$ cat src/rtl/aux_capture_if.sv
// rtl/aux_capture_if.sv - write side of the 25-bit aux send FIFO
interface aux_capture_if;
  logic [24:0] fifo_din;
  logic        fifo_wr_en;
  logic        fifo_full;

  modport master (output fifo_din, output fifo_wr_en, input fifo_full);
  modport slave  (input fifo_din, input fifo_wr_en, output fifo_full);
endinterface

$ cat src/rtl/aux_capture.sv
// rtl/aux_capture.sv - captures TERC4 aux data-island bursts into the aux send FIFO
module aux_capture #(
  parameter int BURST_LEN = 32,
  parameter int NUM_W     = 4
) (
  input  logic             fifo_clk,
  input  logic             sys_rst,
  input  logic             vde,
  input  logic             ade,
  input  logic [3:0]       aux0,
  input  logic [3:0]       aux1,
  input  logic [3:0]       aux2,
  aux_capture_if.master    fifo,
  output logic [NUM_W-1:0] ade_num,
  output logic             ade_num_vld,
  output logic             overflow,
  output logic             short_burst
);

  localparam int CNT_W = $clog2(BURST_LEN + 1);
  localparam logic [CNT_W-1:0] LAST = CNT_W'(BURST_LEN - 1);

  typedef enum logic [1:0] {IDLE, BURST, DROP} state_t;

  state_t           state_q;
  logic [15:0]      pos_q;
  logic [15:0]      pos_d;
  logic [15:0]      pos_nxt;
  logic             ade_d;
  logic             aux0_b2_d;
  logic [3:0]       aux1_d;
  logic [3:0]       aux2_d;
  logic             vde_q;
  logic             armed_q;
  logic [CNT_W-1:0] word_cnt_q;
  logic [NUM_W-1:0] burst_cnt_q;
  logic [NUM_W-1:0] burst_cnt_inc;
  logic [NUM_W-1:0] ade_num_q;
  logic             ade_num_vld_q;
  logic             overflow_q;
  logic             short_q;
  logic             cap;
  logic             start;
  logic             last;
  logic             vde_rise;
  logic             unused_aux0;

  // Only the TERC4 bit carrying the packet header is kept from channel 0.
  assign unused_aux0 = ^{aux0[3], aux0[1:0]};

  assign pos_nxt       = vde ? 16'd0 : ((pos_q == 16'hFFFF) ? pos_q : pos_q + 16'd1);
  // vde_q is the vde of the same sampled cycle as ade_d, so it blocks that word.
  assign cap           = ade_d & ~vde_q;
  assign start         = cap & armed_q & (state_q == IDLE);
  assign last          = (word_cnt_q == LAST);
  assign vde_rise      = vde & ~vde_q;
  assign burst_cnt_inc = (burst_cnt_q == {NUM_W{1'b1}}) ? burst_cnt_q : burst_cnt_q + NUM_W'(1);

  assign fifo.fifo_wr_en = cap & ~fifo.fifo_full &
                           (((state_q == IDLE) & armed_q) | (state_q == BURST));
  assign fifo.fifo_din   = {pos_d, aux2_d, aux1_d, aux0_b2_d};

  assign ade_num     = ade_num_q;
  assign ade_num_vld = ade_num_vld_q;
  assign overflow    = overflow_q;
  assign short_burst = short_q;

  always_ff @(posedge fifo_clk) begin
    if (sys_rst) begin
      state_q       <= IDLE;
      pos_q         <= '0;
      pos_d         <= '0;
      ade_d         <= 1'b0;
      aux0_b2_d     <= 1'b0;
      aux1_d        <= '0;
      aux2_d        <= '0;
      vde_q         <= 1'b0;
      armed_q       <= 1'b0;
      word_cnt_q    <= '0;
      burst_cnt_q   <= '0;
      ade_num_q     <= '0;
      ade_num_vld_q <= 1'b0;
      overflow_q    <= 1'b0;
      short_q       <= 1'b0;
    end else begin
      pos_q     <= pos_nxt;
      pos_d     <= pos_nxt;
      ade_d     <= ade;
      aux0_b2_d <= aux0[2];
      aux1_d    <= aux1;
      aux2_d    <= aux2;
      vde_q     <= vde;
      if (vde) begin
        armed_q <= 1'b1;
      end

      // A burst starting on the vde rising edge belongs to the new interval.
      ade_num_vld_q <= vde_rise;
      if (vde_rise) begin
        ade_num_q   <= burst_cnt_q;
        burst_cnt_q <= start ? NUM_W'(1) : '0;
      end else if (start) begin
        burst_cnt_q <= burst_cnt_inc;
      end

      if (vde_q) begin
        state_q    <= IDLE;
        word_cnt_q <= '0;
      end else begin
        unique case (state_q)
          IDLE: begin
            if (start) begin
              word_cnt_q <= CNT_W'(1);
              if (fifo.fifo_full) begin
                state_q    <= DROP;
                overflow_q <= 1'b1;
              end else begin
                state_q <= BURST;
              end
            end
          end
          BURST: begin
            if (!ade_d) begin
              state_q    <= IDLE;
              word_cnt_q <= '0;
              short_q    <= 1'b1;
            end else if (last) begin
              state_q    <= IDLE;
              word_cnt_q <= '0;
              if (fifo.fifo_full) begin
                overflow_q <= 1'b1;
              end
            end else begin
              word_cnt_q <= word_cnt_q + CNT_W'(1);
              if (fifo.fifo_full) begin
                state_q    <= DROP;
                overflow_q <= 1'b1;
              end
            end
          end
          DROP: begin
            if (!ade_d || last) begin
              state_q    <= IDLE;
              word_cnt_q <= '0;
            end else begin
              word_cnt_q <= word_cnt_q + CNT_W'(1);
            end
          end
          default: begin
            state_q    <= IDLE;
            word_cnt_q <= '0;
          end
        endcase
      end
    end
  end

endmodule

$ cat src/flat_wrapper.sv
// flat-port wrapper written by rule: the top's interface ports become plain ports
module aux_capture_flat 
#(
  parameter int BURST_LEN = 32,
  parameter int NUM_W     = 4
)
  (fifo_clk, sys_rst, vde, ade, aux0, aux1, aux2, ade_num, ade_num_vld, overflow, short_burst, fifo_fifo_din, fifo_fifo_wr_en, fifo_fifo_full);
  aux_capture_if fifo_i ();
  input  logic fifo_clk;
  input  logic sys_rst;
  input  logic vde;
  input  logic ade;
  input  logic [3:0] aux0;
  input  logic [3:0] aux1;
  input  logic [3:0] aux2;
  output logic [NUM_W-1:0] ade_num;
  output logic ade_num_vld;
  output logic overflow;
  output logic short_burst;
  output wire logic [$bits(fifo_i.fifo_din)-1:0] fifo_fifo_din;
  output wire logic [$bits(fifo_i.fifo_wr_en)-1:0] fifo_fifo_wr_en;
  input wire logic [$bits(fifo_i.fifo_full)-1:0] fifo_fifo_full;
  assign fifo_fifo_din = fifo_i.fifo_din;
  assign fifo_fifo_wr_en = fifo_i.fifo_wr_en;
  assign fifo_i.fifo_full = fifo_fifo_full;
  aux_capture #(.BURST_LEN(BURST_LEN), .NUM_W(NUM_W)) u_core (.fifo_clk(fifo_clk), .sys_rst(sys_rst), .vde(vde), .ade(ade), .aux0(aux0), .aux1(aux1), .aux2(aux2), .fifo(fifo_i), .ade_num(ade_num), .ade_num_vld(ade_num_vld), .overflow(overflow), .short_burst(short_burst));
endmodule
$ cat config.mk
export PLATFORM = sky130hd
export DESIGN_NAME = aux_capture_flat
export DESIGN_NICKNAME = d
export VERILOG_FILES = /design/src/rtl/aux_capture_if.sv /design/src/rtl/aux_capture.sv /design/src/flat_wrapper.sv
export SDC_FILE = /design/constraint.sdc
export NUM_CORES = 1
export LEC_CHECK = 0
export ABC_CLOCK_PERIOD_IN_PS = 3700
export BUFFER_PORTS_ARGS = -buffer_cell sky130_fd_sc_hd__buf_4
export CAP_MARGIN = 0
export CORE_UTILIZATION = 50
export CTS_BUF_LIST = sky130_fd_sc_hd__clkbuf_16
export DETAILED_ROUTE_END_ITERATION = 12
export HOLD_SLACK_MARGIN = 0.1
export PLACE_DENSITY = 0.79
export SLEW_MARGIN = 20
export SYNTH_ARGS = -nofsm -noshare
export SYNTH_HDL_FRONTEND = slang
export SYNTH_SLANG_ARGS = --single-unit
$ cat constraint.sdc
create_clock -name fifo_clk -period 3.7 [get_ports fifo_clk]
set_input_delay 0.37 -clock fifo_clk [delete_from_list [all_inputs] [get_ports fifo_clk]]
set_output_delay 0.37 -clock fifo_clk [all_outputs]
set_load 0.03 [all_outputs]
==> impl_metrics.yaml, run 1 <==
yosys:
  yosysMostFrequentCell: "dfxtp_1"
  avgSynthCellArea_um2: 8.92
  ys_seq_area_share_pct: 46.1
  yosysTopAreaCell: "dfxtp_1"
  synth_ff_type: "dfxtp_1"
  async_flop_share_pct: 0
  syn_area_um2: 2040
  yosysWarningCount: 0
  ys_seq_elements: 47
  synth_nets: 249
  synth_edf_count: 0
  synth_area_leaders: "dfxtp_1 46%, nor2_1 4.4%, nor2b_1 3.7%, a21oi_1 3.4%, nand3_1 2.7%"
  ys_top_cells_by_count: "47 x dfxtp_1, 24 x nor2_1, 14 x a21oi_1, 12 x nand2_1, 12 x nor2b_1"
  syn_inst: 229
  ys_types: 47
  synth_top_area_share_pct: 46.1
timing:
  fin_skew_ns: 0.00427
  setup-violations-final: 0
  whs_ns: 0.266
  hold_viol: 0
  worst-slew-pin-transition_ns: 0.772
  max_freq_mhz: 571
  fin_crit_sh_pct: 47.4
  setup_tns_ns: 0
  relSlewSlack_pct: 48.0
  rsz0062_at_grt: "false"
  drv_slew: 0
  min_period_ns: 1.75
die:
  die_h_um: 65.9
  start_util_pct: 53.8
  die_x_um: 65.9
  core.rowCount: 22
  io_pins: 50
  core_area_um2: 3800
  dieArea_um2: 4350
clock_tree:
  cts_buffers: 5
  holdBufCountCts: 0
  ctsResizeCount: 0
  insertion_delay_ns: 0.28
  post_cts_buffers: 0
  htreeDepth: 2
  cts.sinks: 47
  clkTransAtPathRegs_ns: 0.06
  cts_tree: "done"
  root_buffer: "clkbuf_16"
  clockBufferDepth: 2
critical_path:
  cp-start-kind: "register"
  cp.required_ns: 3.91
  r2r_start: "u_core.pos_q[0]"
  cp.arrival_ns: 1.97
  rr_endpoint: "u_core.pos_q[10]"
  critPathLaunch: "u_core.pos_q[0]"
  r2r_cells: 5
  r2r_slack_ns: 1.95
  criticalPathCategory: "register to register"
  endpoint_kind: "register"
  crit_fanout: 7
worst_hold_path:
  hp-class: "primary input to register"
  min_from: "fifo_fifo_full"
  min_path_cells: 2
  hold_end: "u_core.state_q[0]"
route:
  viasPerCell: 5.80
  wire_per_inst_um: 13.6
  routed_wl_mm: 4.37
  dr.pass1.iters: 4
  drc_errors: 0
  vias: 1862
  drt_first_iter_violations: 190
  antenna_left: 0
pwr:
  powerDensity_nw_per_um2: 426
  p_sw_share_pct: 21.1
  seqPwrFrac_pct: 48.1
  comb_power_share_pct: 6.7
  vdd_ir_drop_max_mv: 0.270
  p_switching_uw: 230
  p_clk_share_pct: 45.2
  power.internal_uw: 861
  total_leakage_power_nw: 1.04
layout:
  fin_area_um2: 2560
  nets: 292
  drive_gt1_share_pct: 23.4
  multi_input_area_um2: 1030
  syn_to_final_growth_pct: 25.3
  ff_latch_area_um2: 941
  diodes: 0
  fillCellCount: 311
global_routing:
  grt_first_pass_wirelength_mm: 7.17
  gr-total-overflow: 0
  grt_pass1_vias: 1671
  gr-usage-all-layers_pct: 21.6
  antenna_found_initial: 0
  grt_max_degree: 23
place:
  finalWeightedCongestion: 0.811
  dp_hpwl_mm: 3.09
  place_area_um2: 2400
  portBuffers: 46
flow_run:
  maxCapViolations: 0
status:
  status: "completed"
-- flip-flops by register name, summed over array words and instances, names as in the netlist --
name and cells:
u_core.vde_q 1, u_core.ade_d 1, u_core.ade_num_vld 1, u_core.burst_cnt_q 4, u_core.word_cnt_q 6, u_core.pos_q 16, u_core.aux0_b2_d 1, u_core.armed_q 1
u_core.short_burst 1, u_core.overflow 1, u_core.aux1_d 4, u_core.aux2_d 4, u_core.state_q 2, u_core.ade_num 4
-- power by group through the flow --
stage / sequential, mW / clock [mW] / combinational, mW
after floorplan: 0.547 / 0 / 0.0318
after global placement: 0.535 / 0 / 0.0721
after detailed placement: 0.535 / 0 / 0.0735
after CTS: 0.524 / 0.502 / 0.0736
after global routing: 0.525 / 0.527 / 0.0801
final: 0.525 / 0.494 / 0.0732
-- metal layers --
metal | up-vias | routed length, um | global-route usage, %
li1 | 938 | - | -
met1 | 850 | 1970 | 25.8
met2 | 70 | 2040 | 36.1
met3 | 4 | 316 | 7.59
met4 | 0 | 39 | 5.98
met5 | - | 0 | 0
-- layout by cell type, fill, tap and decap left out, types with 2 or more instances in the layout --
master / n
dfxtp_1: 47
buf_4: 46
nor2_1: 24
a21oi_1: 14
nand2_1: 12
nor2b_1: 12
nand3_1: 11
o21ai_0: 9
nand4_1: 8
nor3_1: 8
inv_1: 6
a31oi_1: 5
clkbuf_16: 5
o211ai_1: 4
a22o_1: 4
a311oi_1: 4
or2_2: 3
o21a_1: 3
and2_1: 3
and3_1: 3
nor3b_1: 3
a211oi_1: 3
ha_1: 3
nor4_1: 2
or3_1: 2
and4_1: 2
and2_2: 2
o31ai_1: 2
or4_1: 2
o311ai_0: 2
o41ai_1: 2
-- critical path, cell delays in order (launching register included) --
cell	delay, ns
dfxtp_1	0.39
ha_1	0.22
and2_1	0.30
nand2_4	0.11
or4_1	0.51
a21oi_1	0.15
-- logic make-up after synthesis --
logic type / count (synthesis) / share of synthesized area (%)
mux: 1 / 0.490
xor+xnor: 1 / 0.429
flops: 47 / 46.1
simple gates: 103 / 28.2
buf+inv: 16 / 3.67
compound gates: 58 / 19.3
fa+ha+maj: 3 / 1.84
-- worst max-delay path by stage --
stage / cells after the start / to
global route: 5 / u_core.pos_q[1]
floorplan: 5 / u_core.pos_q[1]
detailed placement: 5 / u_core.pos_q[10]
finish: 5 / u_core.pos_q[10]
CTS: 5 / u_core.pos_q[10]
global placement: 5 / u_core.pos_q[10]
-- per-stage QoR --
step | worst slack [ns] | instances | total power [mW] | util (%)
detailed placement | 1.99 | 313 | 0.609 | 63.1
CTS | 1.96 | 321 | 1.10 | 67.4
floorplan | 1.91 | 229 | 0.579 | -
finish | 1.95 | 321 | 1.09 | 67.4
global route | 1.83 | 321 | 1.13 | 67.4
global placement | 2.02 | 313 | 0.607 | 63.1
-- final cells by class --
type,count,share of cell area [%]
well taps,48,2.35
inverters,6,0.880
clock inverters,3,1.52
repair buffers,46,13.5
clock buffers,5,4.89
multi-input cells,166,40.1
flip-flops and latches,47,36.8
No activity file was read; power rests on OpenSTA's default activity.
==> run 2: changes to the inputs <==
--- a/config.mk
+++ b/config.mk
@@ -5,7 +5,8 @@
 export SDC_FILE = /design/constraint.sdc
 export NUM_CORES = 1
 export LEC_CHECK = 0
-export ABC_CLOCK_PERIOD_IN_PS = 3700
+export ABC_AREA = 1
+export ABC_CLOCK_PERIOD_IN_PS = 1650
 export BUFFER_PORTS_ARGS = -buffer_cell sky130_fd_sc_hd__buf_4
 export CAP_MARGIN = 0
 export CORE_UTILIZATION = 50
==> constraint.sdc (replaced) <==
create_clock -name fifo_clk -period 1.65 [get_ports fifo_clk]
set_input_delay 0.165 -clock fifo_clk [delete_from_list [all_inputs] [get_ports fifo_clk]]
set_output_delay 0.165 -clock fifo_clk [all_outputs]
set_load 0.03 [all_outputs]
==> run 2 against run 1 <==
Via count is 14% higher. Combinational power grew to 2.7 times the previous value. Non-clock buffer count is 10 higher. Largest power group is now clock. Count of clock-buffer cells in the layout stayed put.
==> impl_metrics.yaml, run 2 <==
yosys:
  avgSynthCellArea_um2: 7.04
  yosysWarningCount: 0
  ys_top_cells_by_count: "61 x nand2_1, 55 x inv_1, 47 x dfxtp_1, 41 x nor2_1, 27 x nand3_1"
  yosysTopAreaCell: "dfxtp_1"
  synth_edf_count: 0
  syn_inst: 308
  yosysMostFrequentCell: "nand2_1"
  async_flop_share_pct: 0
  ys_seq_elements: 47
  ys_seq_area_share_pct: 43.4
  synth_top_area_share_pct: 43.4
  synth_ff_type: "dfxtp_1"
  synth_nets: 328
  syn_area_um2: 2170
  synth_area_leaders: "dfxtp_1 43%, nand2_1 11%, inv_1 9.5%, nor2_1 7.1%, nand3_1 6.2%"
  ys_types: 32
route:
  drt_first_iter_violations: 145
  dr.pass1.iters: 4
  vias: 2128
  wire_per_inst_um: 11.6
  routed_wl_mm: 4.83
  antenna_left: 0
  drc_errors: 0
  viasPerCell: 5.09
timing:
  fin_skew_ns: 0.00250
  drv_slew: 0
  max_freq_mhz: 682
  setup_tns_ns: 0
  worst-slew-pin-transition_ns: 0.371
  rsz0062_at_grt: "false"
  hold_viol: 0
  min_period_ns: 1.47
  whs_ns: 0.102
  setup-violations-final: 0
  relSlewSlack_pct: 75.2
  fin_crit_sh_pct: 88.8
global_routing:
  antenna_found_initial: 0
  gr-usage-met3_pct: 6.17
  gr-usage-all-layers_pct: 23.9
  grt_max_degree: 20
  use_met1_pct: 28.0
  gr-total-overflow: 0
  grt.met2_usage_pct: 40.2
  grt_first_pass_wirelength_mm: 8.18
  top_usage_layer: "met2"
  grt_pass1_vias: 1965
pwr:
  vdd_ir_drop_max_mv: 0.601
  powerDensity_nw_per_um2: 929
  total_leakage_power_nw: 1.30
clock_tree:
  htreeDepth: 2
  cts_buffers: 5
  clkTransAtPathRegs_ns: 0.06
  root_buffer: "clkbuf_16"
  insertion_delay_ns: 0.28
  clockBufferDepth: 2
  cts.sinks: 47
  cts_tree: "done"
  post_cts_buffers: 0
critical_path:
  cp.required_ns: 1.88
  endpoint_kind: "register"
  r2r_cells: 9
  crit_fanout: 13
  r2r_slack_ns: 0.18
  criticalPathCategory: "register to register"
  cp-start-kind: "register"
  rr_endpoint: "u_core.pos_q[14]"
  cp.arrival_ns: 1.70
  r2r_start: "u_core.pos_q[1]"
die:
  dieArea_um2: 4610
  die_h_um: 67.9
  core.rowCount: 23
  core_area_um2: 4090
  io_pins: 50
  die_x_um: 67.9
  start_util_pct: 53.1
layout:
  top_register: "u_core.pos_q"
  fin_area_um2: 2840
  reg_top3: "u_core.pos_q x16, u_core.word_cnt_q x6"
  layout_commonest_cell: "nand2_1"
  nets: 387
  final_cell_mix: "61 x nand2_1, 56 x inv_1, 47 x buf_4"
  syn_to_final_growth_pct: 31.0
  largest_register_ff_count: 16
  drive_gt1_share_pct: 19.3
  diodes: 0
  fillCellCount: 364
worst_hold_path:
  hold_end: "u_core.aux0_b2_d"
  min_path_cells: 3
  min_from: "aux0[2]"
  hp-class: "primary input to register"
place:
  finalWeightedCongestion: 0.852
  place_area_um2: 2560
  portBuffers: 46
  dp_hpwl_mm: 3.40
status:
  status: "completed"
flow_run:
  maxCapViolations: 0
-- run 2: cell types whose count changed in the layout (fill, tap and decap cells not counted), moves of 4 or more --
cell           before  now
nor2_1             24   41
o211ai_1            4    0
inv_1               6   56
nand3_1            11   27
nor3_1              8    4
nor2b_1            12    0
nand2_1            12   61
a311oi_1            4    0
dlygate4sd3_1       0    9
-- run 2: report_power, final --
part	total (mW)	switching (mW)	internal, mW
registers	1.17	0.0135	1.16
clock network	1.27	0.410	0.862
logic	0.195	0.114	0.0814
total	2.64	0.537	2.10
-- run 2: stage by stage --
step | worst slack [ns] | total power, mW | util, % | cells
4_1_cts | 0.166 | 2.66 | 69.5 | 418
3_3_place_gp | 0.207 | 1.37 | 62.6 | 401
3_5_place_dp | 0.188 | 1.38 | 62.6 | 401
6_report | 0.184 | 2.64 | 69.5 | 418
2_1_floorplan | 0.108 | 1.30 | - | 308
5_1_grt | 0.0225 | 2.73 | 69.5 | 418
-- run 2: routing by layer --
metal  vias up  part of all wire, %
met5         -                    0
met4         0                  2.2
met3        12                  4.9
met2        63                   50
met1       957                   43
li1       1096                    -
-- run 2: how the worst max path moves through the flow --
stage | start | to | slack, ns | cells past startpoint
floorplan | u_core.pos_q[0] | u_core.pos_q[0] | 0.11 | 9
global placement | u_core.pos_q[1] | u_core.pos_q[14] | 0.21 | 9
detailed placement | u_core.pos_q[1] | u_core.pos_q[1] | 0.19 | 8
CTS | u_core.pos_q[1] | u_core.pos_q[14] | 0.17 | 9
global route | u_core.pos_q[1] | u_core.pos_q[9] | 0.02 | 9
finish | u_core.pos_q[1] | u_core.pos_q[14] | 0.18 | 9
-- run 2: kinds of logic (layout without fill, tap and decap cells) --
logic type	after synthesis	count (layout)	synth area share (%)
simple gates	157	157	33.3
buf+inv	62	122	11.3
flops	47	47	43.4
compound gates	36	36	9.05
fa+ha+maj	3	3	1.73
xor+xnor	3	3	1.21
-- run 2: layout make-up --
class | count | area (um^2) | share of cell area, %
timing repair buffer | 56 | 443 | 15.6
inverter | 58 | 218 | 7.66
multi-input combinational | 199 | 986 | 34.7
tap | 50 | 62.6 | 2.20
clock inverter | 3 | 63.8 | 2.25
clock buffer | 5 | 125 | 4.40
sequential | 47 | 943 | 33.2
-- run 2: critical path, stage by stage (launching register included) --
cell,delay (ns)
dfxtp_2,0.37
ha_2,0.23
nand2_1,0.08
inv_1,0.11
nand3_2,0.12
nor2_4,0.16
inv_2,0.14
nand3_1,0.12
nand2_1,0.05
inv_1,0.04
-- run 2: timing repair --
item	CTS	global route
setup endpoints to repair	0	3
gates resized for setup	0	1
hold buffers	9	0
hold endpoints to repair	9	0
